**config.mk**
```make
export PLATFORM = sky130hd
export DESIGN_NAME = pipeline_hazard_ctrl
export DESIGN_NICKNAME = d
export VERILOG_FILES = /design/src/rtl/pipe_pkg.sv /design/src/rtl/load_use_detect.sv /design/src/rtl/pipeline_hazard_ctrl.sv
export SDC_FILE = /design/constraint.sdc
export NUM_CORES = 1
export LEC_CHECK = 0
export ABC_AREA = 1
export CAP_MARGIN = 25
export CORE_MARGIN = 5
export CORE_UTILIZATION = 35
export CTS_BUF_LIST = sky130_fd_sc_hd__clkbuf_16
export DETAILED_ROUTE_END_ITERATION = 8
export GPL_TIMING_DRIVEN = 0
export MAX_ROUTING_LAYER = met4
export SKIP_CTS_REPAIR_TIMING = 1
export SLEW_MARGIN = 30
export SYNTH_ARGS = -nofsm -noshare
export SYNTH_HDL_FRONTEND = slang
export SYNTH_SLANG_ARGS = --single-unit
```
**constraint.sdc**
```tcl
create_clock -name clk -period 4.4 [get_ports clk]
set_clock_uncertainty 0.1 [all_clocks]
set_input_delay 1.32 -clock clk [delete_from_list [all_inputs] [get_ports clk]]
set_output_delay 1.32 -clock clk [all_outputs]
set_load 0.02 [all_outputs]
```
**src/rtl/pipe_pkg.sv**
```systemverilog
// Shared definitions for the pipeline hazard controller: FSM encoding and
// per-stage control vectors ordered {pc, ifid, idex, exmem, memwb}.
package pipe_pkg;

   localparam int ADDR_W_DEF = 5;

   typedef enum logic [1:0] {
      RUN      = 2'd0,
      MEM_WAIT = 2'd1,
      HALT     = 2'd2
   } hz_state_t;

   typedef struct packed {
      logic pc;
      logic ifid;
      logic idex;
      logic exmem;
      logic memwb;
   } stage_en_t;

   // pc has no bubble path; it simply holds or loads
   typedef struct packed {
      logic ifid;
      logic idex;
      logic exmem;
      logic memwb;
   } stage_flush_t;

   localparam stage_en_t    EN_ALL   = stage_en_t'(5'b11111);
   localparam stage_en_t    EN_NONE  = stage_en_t'(5'b00000);
   localparam stage_flush_t FL_NONE  = stage_flush_t'(4'b0000);

endpackage

```
**src/rtl/load_use_detect.sv**
```systemverilog
// Load-use comparator: flags when the instruction in ID reads a register that
// a load currently in EX will write. x0 is never a real dependency.
module load_use_detect #(
   parameter int ADDR_W = 5
) (
   input  logic [ADDR_W-1:0] rs1_addr,
   input  logic [ADDR_W-1:0] rs2_addr,
   input  logic              uses_rs1,
   input  logic              uses_rs2,
   input  logic              ex_mem_re,
   input  logic [ADDR_W-1:0] ex_rd_addr,
   output logic              hazard
);

   logic rs1_hit;
   logic rs2_hit;

   // Pure compare, no state
   always_comb begin
      rs1_hit = uses_rs1 && (rs1_addr == ex_rd_addr);
      rs2_hit = uses_rs2 && (rs2_addr == ex_rd_addr);
      hazard  = ex_mem_re && (ex_rd_addr != '0) && (rs1_hit || rs2_hit);
   end

endmodule

```
**src/rtl/pipeline_hazard_ctrl.sv**
```systemverilog
// Central hazard/sequencing controller for the 5-stage pipeline.
//
//   state    | meaning
//   ---------+-------------------------------------------------------------
//   RUN      | normal flow; branch flush and load-use bubble handled here
//   MEM_WAIT | data memory busy; pipeline frozen, MEM/WB gets bubbles
//   HALT     | memory timed out; everything frozen until reset
module pipeline_hazard_ctrl
   import pipe_pkg::*;
#(
   parameter int ADDR_W      = ADDR_W_DEF,
   parameter int MEM_TIMEOUT = 16,
   parameter int CNT_W       = 32
) (
   input  logic              clk,
   input  logic              reset,
   input  logic [ADDR_W-1:0] id_rs1_addr,
   input  logic [ADDR_W-1:0] id_rs2_addr,
   input  logic              id_uses_rs1,
   input  logic              id_uses_rs2,
   input  logic              idex_mem_re,
   input  logic [ADDR_W-1:0] idex_addr_rd,
   input  logic              exmem_branch_taken,
   input  logic              exmem_mem_re,
   input  logic              exmem_mem_we,
   input  logic              dmem_ready,
   output logic              pc_en,
   output logic              ifid_en,
   output logic              idex_en,
   output logic              exmem_en,
   output logic              memwb_en,
   output logic              ifid_flush,
   output logic              idex_flush,
   output logic              exmem_flush,
   output logic              memwb_flush,
   output logic              halted,
   output logic [CNT_W-1:0]  stall_cycles,
   output logic [CNT_W-1:0]  flush_count
);

   localparam int WAIT_W = (MEM_TIMEOUT > 2) ? $clog2(MEM_TIMEOUT) : 1;
   localparam logic [WAIT_W-1:0] WAIT_LAST = WAIT_W'(MEM_TIMEOUT - 1);

   hz_state_t         state;
   hz_state_t         state_nxt;
   logic [WAIT_W-1:0] wait_cnt;
   logic [WAIT_W-1:0] wait_nxt;
   stage_en_t         en;
   stage_flush_t      fl;
   logic              stall_inc;
   logic              flush_inc;
   logic              load_use;
   logic              mem_access;

   assign mem_access = exmem_mem_re | exmem_mem_we;

   load_use_detect #(.ADDR_W(ADDR_W)) u_load_use (
      .rs1_addr   (id_rs1_addr),
      .rs2_addr   (id_rs2_addr),
      .uses_rs1   (id_uses_rs1),
      .uses_rs2   (id_uses_rs2),
      .ex_mem_re  (idex_mem_re),
      .ex_rd_addr (idex_addr_rd),
      .hazard     (load_use)
   );

   // Next state and stage controls; branch outranks load-use, memory stall outranks both
   always_comb begin
      state_nxt = state;
      wait_nxt  = wait_cnt;
      en        = EN_ALL;
      fl        = FL_NONE;
      flush_inc = 1'b0;
      case (state)
         RUN, MEM_WAIT: begin
            if (mem_access && !dmem_ready && state == RUN) begin
               en        = stage_en_t'(5'b00001);
               fl.memwb  = 1'b1;
               state_nxt = MEM_WAIT;
               wait_nxt  = WAIT_W'(1);
            end else if (state == MEM_WAIT && !dmem_ready) begin
               en        = stage_en_t'(5'b00001);
               fl.memwb  = 1'b1;
               wait_nxt  = wait_cnt + WAIT_W'(1);
               if (wait_cnt == WAIT_LAST)
                  state_nxt = HALT;
            end else begin
               // RUN without a pending miss, or the MEM_WAIT release cycle
               state_nxt = RUN;
               wait_nxt  = '0;
               if (exmem_branch_taken) begin
                  fl.ifid   = 1'b1;
                  fl.idex   = 1'b1;
                  fl.exmem  = 1'b1;
                  flush_inc = 1'b1;
               end else if (load_use) begin
                  en.pc    = 1'b0;
                  en.ifid  = 1'b0;
                  fl.idex  = 1'b1;
               end
            end
         end
         default: begin
            en = EN_NONE;
         end
      endcase
      if (reset) begin
         en        = EN_NONE;
         fl        = FL_NONE;
         flush_inc = 1'b0;
      end
      stall_inc = !reset && (state != HALT) && !en.pc;
      if (state == HALT)
         flush_inc = 1'b0;
   end

   // FSM, wait timer and perf counters
   always_ff @(posedge clk) begin
      if (reset) begin
         state        <= RUN;
         wait_cnt     <= '0;
         stall_cycles <= '0;
         flush_count  <= '0;
      end else begin
         state    <= state_nxt;
         wait_cnt <= wait_nxt;
         if (stall_inc)
            stall_cycles <= stall_cycles + CNT_W'(1);
         if (flush_inc)
            flush_count <= flush_count + CNT_W'(1);
      end
   end

   assign pc_en       = en.pc;
   assign ifid_en     = en.ifid;
   assign idex_en     = en.idex;
   assign exmem_en    = en.exmem;
   assign memwb_en    = en.memwb;
   assign ifid_flush  = fl.ifid;
   assign idex_flush  = fl.idex;
   assign exmem_flush = fl.exmem;
   assign memwb_flush = fl.memwb;
   assign halted      = (state == HALT);

endmodule

```
### Yosys cells after proc, flatten, opt, wreduce, memory -nomap -nowiden

Cells that the tools add are included.

* register bits: 70
* logic and storage cells: 58

* $add $sub $neg: 3
* eq/ne operators: 7
* multiplexer cells: 26
* bitwise gates (word level): 1
* reduce and logical (&&, ||, !) cells: 17

Operators with widths (count)
* adder 32 x 1 -> 32 bit, second input constant: 2
* two-way mux 4 bit: 4
* two-way mux 5 bit: 3
* two-way mux 2 bit: 6
* == test 5 bit: 2
* two-way mux 1 bit: 10
* logical AND 1 bit: 9
* two-way mux 3 bit: 3
* nonzero test 5 bit: 1
* adder 4 x 1 -> 4 bit, second input constant: 1
* == test 4 bit, second input constant: 1
* logical NOT 1 bit: 3
* != test 3 x 2 -> 1 bit, second input constant: 1
* == test 2 x 1 -> 1 bit, second input constant: 1
* == test 2 bit, second input constant: 1
* logical NOT 2 bit: 1
* != test 2 bit, second input constant: 1
* AND reduction 2 bit: 1
* OR reduction 2 bit: 1
* logical OR 1 bit: 1
* OR 1 bit: 1

### Logic depth before layout (Yosys ltp)

Gate-level depths: netlist of run 1.

* depth in word-level cells: 12
* gate-level depth with buffers: 13
* mapped depth without buffers: 13

### Cells and area by module

Synthesis of run 1 repeated with hierarchy kept, for this count alone.

* cells, all modules: 741
* area, all modules: 4394.2 sq um

By module, submodules not included
* pipeline_hazard_ctrl: instances 1, cells an instance 686, area an instance 4177.8 sq um, sequential area each 1401.3 sq um
* load_use_detect: instances 1, cells an instance 55, area an instance 216.5 sq um, sequential area each 0.0 sq um

### Worst setup path after synthesis of run 1

Ideal clock, no wire load.

* path kind: in2out
* start point: in reset
* end point: out pc_en
* data arrival time: 2729 ps
* data required time: 2980 ps
* path slack: 251 ps
* stages on the path: 7
* buffers on the path: 2
* path through: nor2_1 > nand2_4 > inv_1 > nand2_4 > buf_2 > nand2_1 > buf_4

* cells in the longest elaborated chain, start to end: 1

Ends and longest elaborated chain
* start: declaration: line pipeline_hazard_ctrl.sv:16 `input logic reset,`
* two-way mux 5 bit: line pipeline_hazard_ctrl.sv:107 `if (reset) begin`
* end: declaration: line pipeline_hazard_ctrl.sv:27 `output logic pc_en,`

No other way between the ends.

### Worst setup path after layout of run 1

* start point: in idex_addr_rd[3]
* end point: out pc_en

* cells in the longest elaborated chain, start to end: 10
* elaborated cells on any way between the ends: 14
* those cells by class: eq/ne: 2; mux: 6; reduce/logical: 6

Ends and longest elaborated chain
* start: declaration: line pipeline_hazard_ctrl.sv:22 `input logic [ADDR_W-1:0] idex_addr_rd,`
* == test 5 bit (on tied branches): line load_use_detect.sv:20, load_use_detect.sv:21
* logical AND 1 bit (on tied branches): line load_use_detect.sv:20, load_use_detect.sv:21
* logical OR 1 bit: line load_use_detect.sv:22 `hazard = ex_mem_re && (ex_rd_addr != '0) && (rs1_hit || rs2_hit);`
* logical AND 1 bit (*): line load_use_detect.sv:22
* two-way mux 2 bit (*): line pipeline_hazard_ctrl.sv:96 `end else if (load_use) begin`
* two-way mux 2 bit (*): line pipeline_hazard_ctrl.sv:91 `if (exmem_branch_taken) begin`
* two-way mux 2 bit (*): line pipeline_hazard_ctrl.sv:81 `end else if (state == MEM_WAIT && !dmem_ready) begin`
* two-way mux 5 bit (*): line pipeline_hazard_ctrl.sv:76 `if (mem_access && !dmem_ready && state == RUN) begin`
* two-way mux 5 bit (*): line pipeline_hazard_ctrl.sv:74 `case (state)`
* two-way mux 5 bit (*): line pipeline_hazard_ctrl.sv:107

Every way passes the cells marked *; elsewhere a longest branch is shown, timed or not.

==> results.json, run 1 <==
{
  "cts.sinks": 70,
  "clock_path_buffers": 2,
  "yosys.area_share.simple_pct": 46.02,
  "drtIter0Drc": 372,
  "ys_types": 32,
  "cp_max_fo": 8,
  "synth_fa_ha_area_share_pct": 0.8382,
  "diodes": 0,
  "grt_setup_unrepaired": "no",
  "power_density_mw_per_mm2": 268.7,
  "routed.top_layer": "met4",
  "holdCritStartpoint": "wait_cnt[1]",
  "fin_util_pct": 48.13,
  "hold_ws_ns": 0.3874,
  "drv_cap": 0,
  "critPathRequiredTime_ns": 2.98,
  "final.min_clock_period_ns": 4.244,
  "gp_congestion": 0.9628,
  "htreeDepth": 3,
  "critical_path_class": "primary input to output port",
  "syn_area_per_cell_um2": 6.177,
  "cp-start-kind": "primary input",
  "tritoncts": "yes",
  "wl_met1_um": 6573,
  "numCtsBuffers": 9,
  "synth_top_family_by_area": "simple AND/OR/NAND/NOR gates",
  "dr.pass1.iters": 5,
  "ir_worst_vdd_v": 0.0001873,
  "rr_worst_depth": 9,
  "io_pins": 98,
  "antenna_found_initial": 0,
  "grt_usage_pct": 20.93,
  "antenna_left": 0,
  "status": "finished, final reports clean",
  "via_per_inst": 4.957,
  "initial_core_util_pct": 35.63,
  "die_area_mm2": 0.01516,
  "p_leak_nw": 2.316,
  "r2r_end": "stall_cycles[26]",
  "drive_gt1_share_pct": 7.438,
  "final_cell_area_mm2": 0.006050,
  "grt_overflow_total": 0,
  "yosysWarnings": 0,
  "die_w_um": 123.1,
  "syn-instance-count": 725,
  "ys_seq_area_share_pct": 31.29,
  "ys_seq_elements": 70,
  "clk_latency_ns": 0.34,
  "post-route-period-util_pct": 96.44,
  "crit_arrival_ns": 2.82,
  "fin_nets": 869,
  "drc": 0,
  "syn_nets": 752,
  "synthMuxAreaShare_pct": 0,
  "syn_to_final_growth_pct": 35.09,
  "rrSetupSlack_ns": 1.98,
  "drv_slew": 0,
  "met3_length_um": 632,
  "vias": 5051,
  "finalPower_mw": 1.625,
  "floorplan.rows": 41,
  "crit-reg2reg-launch": "stall_cycles[0]",
  "placed_cells": 994,
  "crit_start": "idex_addr_rd[3]",
  "wl_per_cell_um": 14.50,
  "clk_pin_slew_ns": 0.06,
  "fin_ws_ns": 0.1564,
  "dp_hpwl_um": 11720,
  "synth-compound-area-share_pct": 8.243,
  "die_h_um": 123.1,
  "hold_depth": 2,
  "dpl_worst_slack_ns": -0.6565,
  "hold_violations": 0,
  "core_area_mm2": 0.01257,
  "totalWireLength_um": 14780,
  "finalSetupViolCount": 0,
  "place_area_mm2": 0.005664,
  "cts_root_buf": "clkbuf_16",
  "portBuffers": 97,
  "synth_area_mm2": 0.004478,
  "grt_start_max_net_pins": 13,
  "whs_endpoint": "wait_cnt[1]",
  "hold_path.class": "flip-flop to flip-flop",
  "grt_pass1_wl_um": 24040,
  "worst_pin_slew_ns": 0.5945,
  "setup_tns_ns": 0,
  "crit_path_end_kind": "output port",
  "synth-xor-area-share_pct": 5.085,
  "max_clock_freq_mhz": 235.7,
  "met2_length_um": 7127,
  "finalNonFillerCells": 1019,
  "grt_pass1_vias": 4913,
  "slew_headroom_pct": 60.22
}
[state kept, by name (all words and copies together) (netlist names)]
name / flops
flush_count: 32
stall_cycles: 32
state: 2
wait_cnt: 4
[worst max-delay path, stage by stage]
cell             delay [ns]
clkdlybuf4s50_1        0.51
inv_1                  0.08
nand2_1                0.06
nand2_1                0.04
nor2_1                 0.10
nand3_1                0.08
nand2_1                0.09
nand2_2                0.07
nand2_4                0.12
nand2_1                0.08
buf_4                  0.13
buf_4                  0.14
[metal layers]
| layer | vias to the layer above | track usage [%] |
|---|---|---|
| li1 | 2584 | - |
| met1 | 2291 | 25.31 |
| met2 | 145 | 34.64 |
| met3 | 31 | 3.980 |
| met4 | 0 | 8.028 |
| met5 | - | - |
[cell usage after synthesis (all sizes together)]
library cell  number  share of area, %
ha                 3              0.84
nand3             15               2.1
nor2             112                10
o31ai              1              0.17
inv               58               4.9
xor2              15               2.9
clkbuf             6              0.50
buf               20               3.1
xnor2             11               2.2
nor4               2              0.28
nand3b            19               3.2
and3               4              0.56
dfxtp             70                31
nor3              19               2.2
nand2            256                22
a31oi              1              0.14
nand4             42               5.9
o21ai             15               1.7
a21oi             56               6.3
[cell families (layout without fill, tap and decap cells)]
| group | Yosys count | count (layout) |
|---|---|---|
| simple gates | 469 | 469 |
| buf+inv | 84 | 206 |
| compound gates | 73 | 73 |
| flops | 70 | 70 |
| xor+xnor | 26 | 26 |
| fa+ha+maj | 3 | 3 |
[power breakdown]
group | internal [mW] | switching [mW]
Clock | 0.434 | 0.281
Combinational | 0.103 | 0.152
Sequential | 0.643 | 0.0122
Total | 1.18 | 0.445
[layout make-up]
type	instances	area, um2
inverter	58	220.2
sequential	70	1401
timing repair buffer	108	1054
clock inverter	7	65.06
multi-input combinational	571	2700
buffer	24	168.9
fill	1291	6519
tap	172	215.2
clock buffer	9	225.2
[layout by cell type (no fill, tap or decap), types with 2 or more instances in the layout]
master / n
clkbuf_1: 4
nand3b_1: 19
nor2_1: 107
dlymetal6s2s_1: 6
inv_2: 2
nor3_1: 18
and3_1: 4
buf_2: 7
nor2_2: 3
clkbuf_16: 9
nand3_1: 13
a21oi_1: 56
ha_1: 3
clkinv_2: 3
xor2_1: 15
dfxtp_1: 70
buf_4: 18
nor4_1: 2
o21ai_0: 13
nand4_1: 42
buf_6: 4
o21ai_1: 2
nand2_4: 2
inv_1: 55
clkdlybuf4s50_1: 87
clkbuf_2: 3
xnor2_1: 11
nand2_1: 253
[worst max path at each step]
| stage | end | slack, ns | depth (start not counted) |
|---|---|---|---|
| final | pc_en | 0.16 | 12 |
| after global routing | pc_en | 0.02 | 12 |
| after CTS | pc_en | -0.67 | 13 |
| after detailed placement | pc_en | -0.66 | 13 |
| after global placement | pc_en | -0.65 | 13 |
| after floorplan | pc_en | 0.25 | 7 |
Note: power is estimated with default switching activity, not from simulation.
==> run 2, diff against run 1 <==
- SETUP_SLACK_MARGIN: default -> 0.1
==> results.json, run 2 (synthesized netlist as in run 1, its figures left out) <==
{
  "status": "finished, final reports clean",
  "hold_violations": 0,
  "crit_arrival_ns": 2.78,
  "cp_max_fo": 8,
  "diodes": 0,
  "drv_cap": 0,
  "max_clock_freq_mhz": 238.1,
  "fin_util_pct": 48.84,
  "drtIter0Drc": 340,
  "clock_path_buffers": 2,
  "portBuffers": 97,
  "grt_pass1_vias": 4913,
  "rrSetupSlack_ns": 1.96,
  "antenna_found_initial": 0,
  "finalNonFillerCells": 1025,
  "pwr-share-comb_pct": 16.3,
  "mostFrequentLayoutCell": "nand2_1",
  "holdCritStartpoint": "wait_cnt[1]",
  "p_int_mw": 1.190,
  "reg_top3": "flush_count (32), stall_cycles (32), wait_cnt (4)",
  "clk_pin_slew_ns": 0.06,
  "critPathRequiredTime_ns": 2.98,
  "setup_tns_ns": 0,
  "place_area_mm2": 0.005664,
  "dr.pass1.iters": 5,
  "tritoncts": "yes",
  "grt_pass1_wl_um": 24040,
  "placed_cells": 994,
  "crit_path_end_kind": "output port",
  "rr_worst_depth": 9,
  "cts_root_buf": "clkbuf_16",
  "antenna_left": 0,
  "worst_pin_slew_ns": 0.5918,
  "die_w_um": 123.1,
  "final_cell_area_mm2": 0.006138,
  "power_frac_seq_pct": 39.9,
  "critical_path_class": "primary input to output port",
  "final.min_clock_period_ns": 4.200,
  "hold_path.class": "flip-flop to flip-flop",
  "core_area_mm2": 0.01257,
  "floorplan.rows": 41,
  "drv_slew": 0,
  "wl_per_cell_um": 14.41,
  "io_pins": 98,
  "hold_depth": 2,
  "p_leak_nw": 2.389,
  "fin_nets": 875,
  "htreeDepth": 3,
  "slew_headroom_pct": 60.40,
  "via_per_inst": 4.939,
  "cp-start-kind": "primary input",
  "gp_congestion": 0.9628,
  "numCtsBuffers": 9,
  "power_density_mw_per_mm2": 267.5,
  "post-route-period-util_pct": 95.45,
  "grt_usage_pct": 20.93,
  "crit_start": "id_rs1_addr[1]",
  "vias": 5062,
  "layout_common_cells": "253 x nand2_1, 106 x nor2_1, 83 x clkdlybuf4s50_1, 70 x dfxtp_1, 56 x a21oi_1",
  "net-switching-power_uw": 451.8,
  "clkPwrFrac_pct": 43.8,
  "grt_start_max_net_pins": 13,
  "drive_gt1_share_pct": 8.324,
  "r2r_end": "stall_cycles[26]",
  "totalWireLength_um": 14770,
  "ir_worst_vdd_v": 0.0001884,
  "crit-reg2reg-launch": "stall_cycles[0]",
  "die_area_mm2": 0.01516,
  "grt_overflow_total": 0,
  "finalSetupViolCount": 0,
  "whs_endpoint": "wait_cnt[1]",
  "clk_latency_ns": 0.34,
  "dp_hpwl_um": 11720,
  "p_sw_share_pct": 27.51,
  "grt_setup_unrepaired": "yes",
  "drc": 0,
  "syn_to_final_growth_pct": 37.08,
  "initial_core_util_pct": 35.63,
  "cts.sinks": 70,
  "die_h_um": 123.1
}
==> run 2: cell types whose count changed in the layout (fill, tap and decap cells not counted), sizes merged <==
cell | before | now
clkinv | 5 | 6
dlymetal6s2s | 6 | 11
clkdlybuf4s50 | 87 | 83
inv | 58 | 57
clkbuf | 17 | 16
buf | 31 | 37
==> run 2: worst max-delay path by stage <==
stage / cells past startpoint / endpoint / slack [ns]
global placement: 13 / pc_en / -0.65
CTS: 13 / pc_en / -0.67
detailed placement: 13 / pc_en / -0.66
floorplan: 7 / pc_en / 0.25
finish: 12 / pc_en / 0.20
global route: 12 / pc_en / 0.08
==> run 2: per-stage QoR <==
stage / setup slack [ns] / hold WS, ns / total power, mW
floorplan: 0.2507 / 0.3488 / 0.8104
global placement: -0.6474 / 0.3604 / 0.9074
detailed placement: -0.6565 / 0.3753 / 0.9114
CTS: -0.6671 / 0.3831 / 1.630
global route: 0.07676 / 0.4179 / 1.706
finish: 0.2001 / 0.3878 / 1.642
==> run 2: critical path, stage by stage <==
cell             delay, ns
clkdlybuf4s50_1       0.49
inv_1                 0.05
nand2_1               0.05
nand2_1               0.04
nor2_1                0.11
nand3_1               0.09
nand2_1               0.07
nand2_2               0.08
nand2_4               0.12
nand2_1               0.08
buf_4                 0.13
buf_4                 0.14
==> run 2: power by group through the flow <==
stage	clock network, mW	registers [mW]	logic [mW]
floorplan	0	0.671	0.139
detailed placement	0	0.668	0.244
global route	0.760	0.656	0.290
finish	0.719	0.655	0.268
global placement	0	0.668	0.240
CTS	0.731	0.654	0.244
==> run 2: metal layers <==
layer | vias up | share of wire, % | routed length, um | global-route usage, %
li1 | 2594 | - | - | -
met1 | 2292 | 44 | 6505 | 25.31
met2 | 147 | 48 | 7126 | 34.64
met3 | 29 | 4.8 | 707 | 3.980
met4 | 0 | 2.9 | 433 | 8.028
met5 | - | 0 | 0 | -
==> run 2: layout make-up <==
type	instances	area (um2)
fillers	1283	6430
multi-input cells	571	2706
clock buffers	9	225.2
inverters	58	222.7
flip-flops and latches	70	1401
clock inverters	7	65.06
repair buffers	113	1116
plain buffers	25	186.4
well taps	172	215.2
==> run 3, diff against run 2 <==
- CORE_MARGIN: 5 -> 2
- clock period: 4.4 -> 3.8 ns (I/O delays scaled with it)
==> results.json, run 3 (synthesized netlist as in run 1, its figures left out) <==
{
  "totalWireLength_um": 14730,
  "die_h_um": 117.1,
  "clk_latency_ns": 0.34,
  "dr.pass1.iters": 5,
  "hold_path.class": "flip-flop to flip-flop",
  "gp_congestion": 0.9108,
  "vias": 5105,
  "drv_slew": 0,
  "grt_usage_pct": 22.40,
  "wl_per_cell_um": 14.35,
  "htreeDepth": 3,
  "die_area_mm2": 0.01371,
  "io_pins": 98,
  "cts_root_buf": "clkbuf_16",
  "critical_path_class": "primary input to output port",
  "power_density_mw_per_mm2": 303.5,
  "cp_max_fo": 8,
  "clock_path_buffers": 2,
  "grt_overflow_total": 0,
  "layout_common_cells": "253 x nand2_1, 104 x nor2_1, 70 x dfxtp_1, 69 x clkdlybuf4s50_1, 56 x a21oi_1",
  "finalSetupViolCount": 0,
  "dpl_worst_slack_ns": -0.8959,
  "tritoncts": "yes",
  "fin_nets": 878,
  "cts.sinks": 70,
  "placed_cells": 994,
  "drive_gt1_share_pct": 8.431,
  "grt_start_max_net_pins": 12,
  "antenna_found_initial": 0,
  "drc": 0,
  "fin_ws_ns": 0.09474,
  "via_per_inst": 4.976,
  "ir_worst_vdd_v": 0.0001693,
  "floorplan.rows": 41,
  "reg_top3": "flush_count (32), stall_cycles (32), wait_cnt (4)",
  "max_clock_freq_mhz": 269.9,
  "drv_cap": 0,
  "core_area_mm2": 0.01257,
  "finalPower_mw": 1.877,
  "die_w_um": 117.1,
  "dp_hpwl_um": 11470,
  "drtIter0Drc": 286,
  "p_leak_nw": 2.534,
  "numCtsBuffers": 9,
  "post-route-period-util_pct": 97.51,
  "crit_arrival_ns": 2.47,
  "setup_tns_ns": 0,
  "hold_violations": 0,
  "status": "finished, final reports clean",
  "grt_pass1_vias": 4655,
  "diodes": 0,
  "syn_to_final_growth_pct": 38.08,
  "fin_util_pct": 49.20,
  "grt_pass1_wl_um": 22910,
  "initial_core_util_pct": 35.63,
  "finalNonFillerCells": 1026,
  "portBuffers": 97,
  "cp-start-kind": "primary input",
  "worst_pin_slew_ns": 0.5810,
  "final.min_clock_period_ns": 3.705,
  "crit_path_end_kind": "output port",
  "grt_setup_unrepaired": "yes",
  "clk_pin_slew_ns": 0.05,
  "critPathRequiredTime_ns": 2.56,
  "antenna_left": 0,
  "mostFrequentLayoutCell": "nand2_1",
  "slew_headroom_pct": 61.12
}
## run 3: worst paths after layout
path	slack (ns)	startpoint	cells past startpoint	to
max	0.09	id_uses_rs2	10	pc_en
min reg2reg	0.38	wait_cnt[1]	2	wait_cnt[1]
min	0.38	wait_cnt[1]	2	wait_cnt[1]
max reg2reg	1.42	stall_cycles[0]	9	stall_cycles[26]
## run 3: final cells by class
| type | count | area, um2 |
|---|---|---|
| Fill cell | 1312 | 6385 |
| Buffer | 25 | 188.9 |
| Sequential cell | 70 | 1401 |
| Clock inverter | 5 | 45.04 |
| Timing Repair Buffer | 116 | 1174 |
| Inverter | 58 | 222.7 |
| Multi-Input combinational cell | 571 | 2711 |
| Tap cell | 172 | 215.2 |
| Clock buffer | 9 | 225.2 |
## run 3: power breakdown
| group | internal (mW) | switching, mW | leakage, nW | total (mW) |
|---|---|---|---|---|
| clock | 0.491 | 0.310 | 0.139 | 0.801 |
| combinational | 0.135 | 0.181 | 1.83 | 0.316 |
| sequential | 0.744 | 0.0146 | 0.565 | 0.759 |
| total | 1.37 | 0.506 | 2.53 | 1.88 |
## run 3: metal layers
metal	up-vias	wire (um)	GRT usage (%)
met4	0	239	7.451
met5	-	0	-
li1	2597	-	-
met1	2375	6785	27.53
met2	112	7207	38.15
met3	21	494	2.832
## run 3: through the flow
step / hold WS [ns] / area (um2)
after floorplan: 0.3488 / 4481
after global placement: 0.3593 / 5667
after detailed placement: 0.3701 / 5667
after CTS: 0.3773 / 5937
after global routing: 0.4045 / 6183
final: 0.3780 / 6183
## run 3: critical path, stage by stage
cell and delay [ns]:
clkdlybuf4s50_1 0.46, nand2_1 0.05, nor2_1 0.08, nand3_1 0.08
nand2_1 0.08, nand2_2 0.08, nand2_4 0.13, nand2_1 0.08
buf_4 0.13, buf_4 0.14
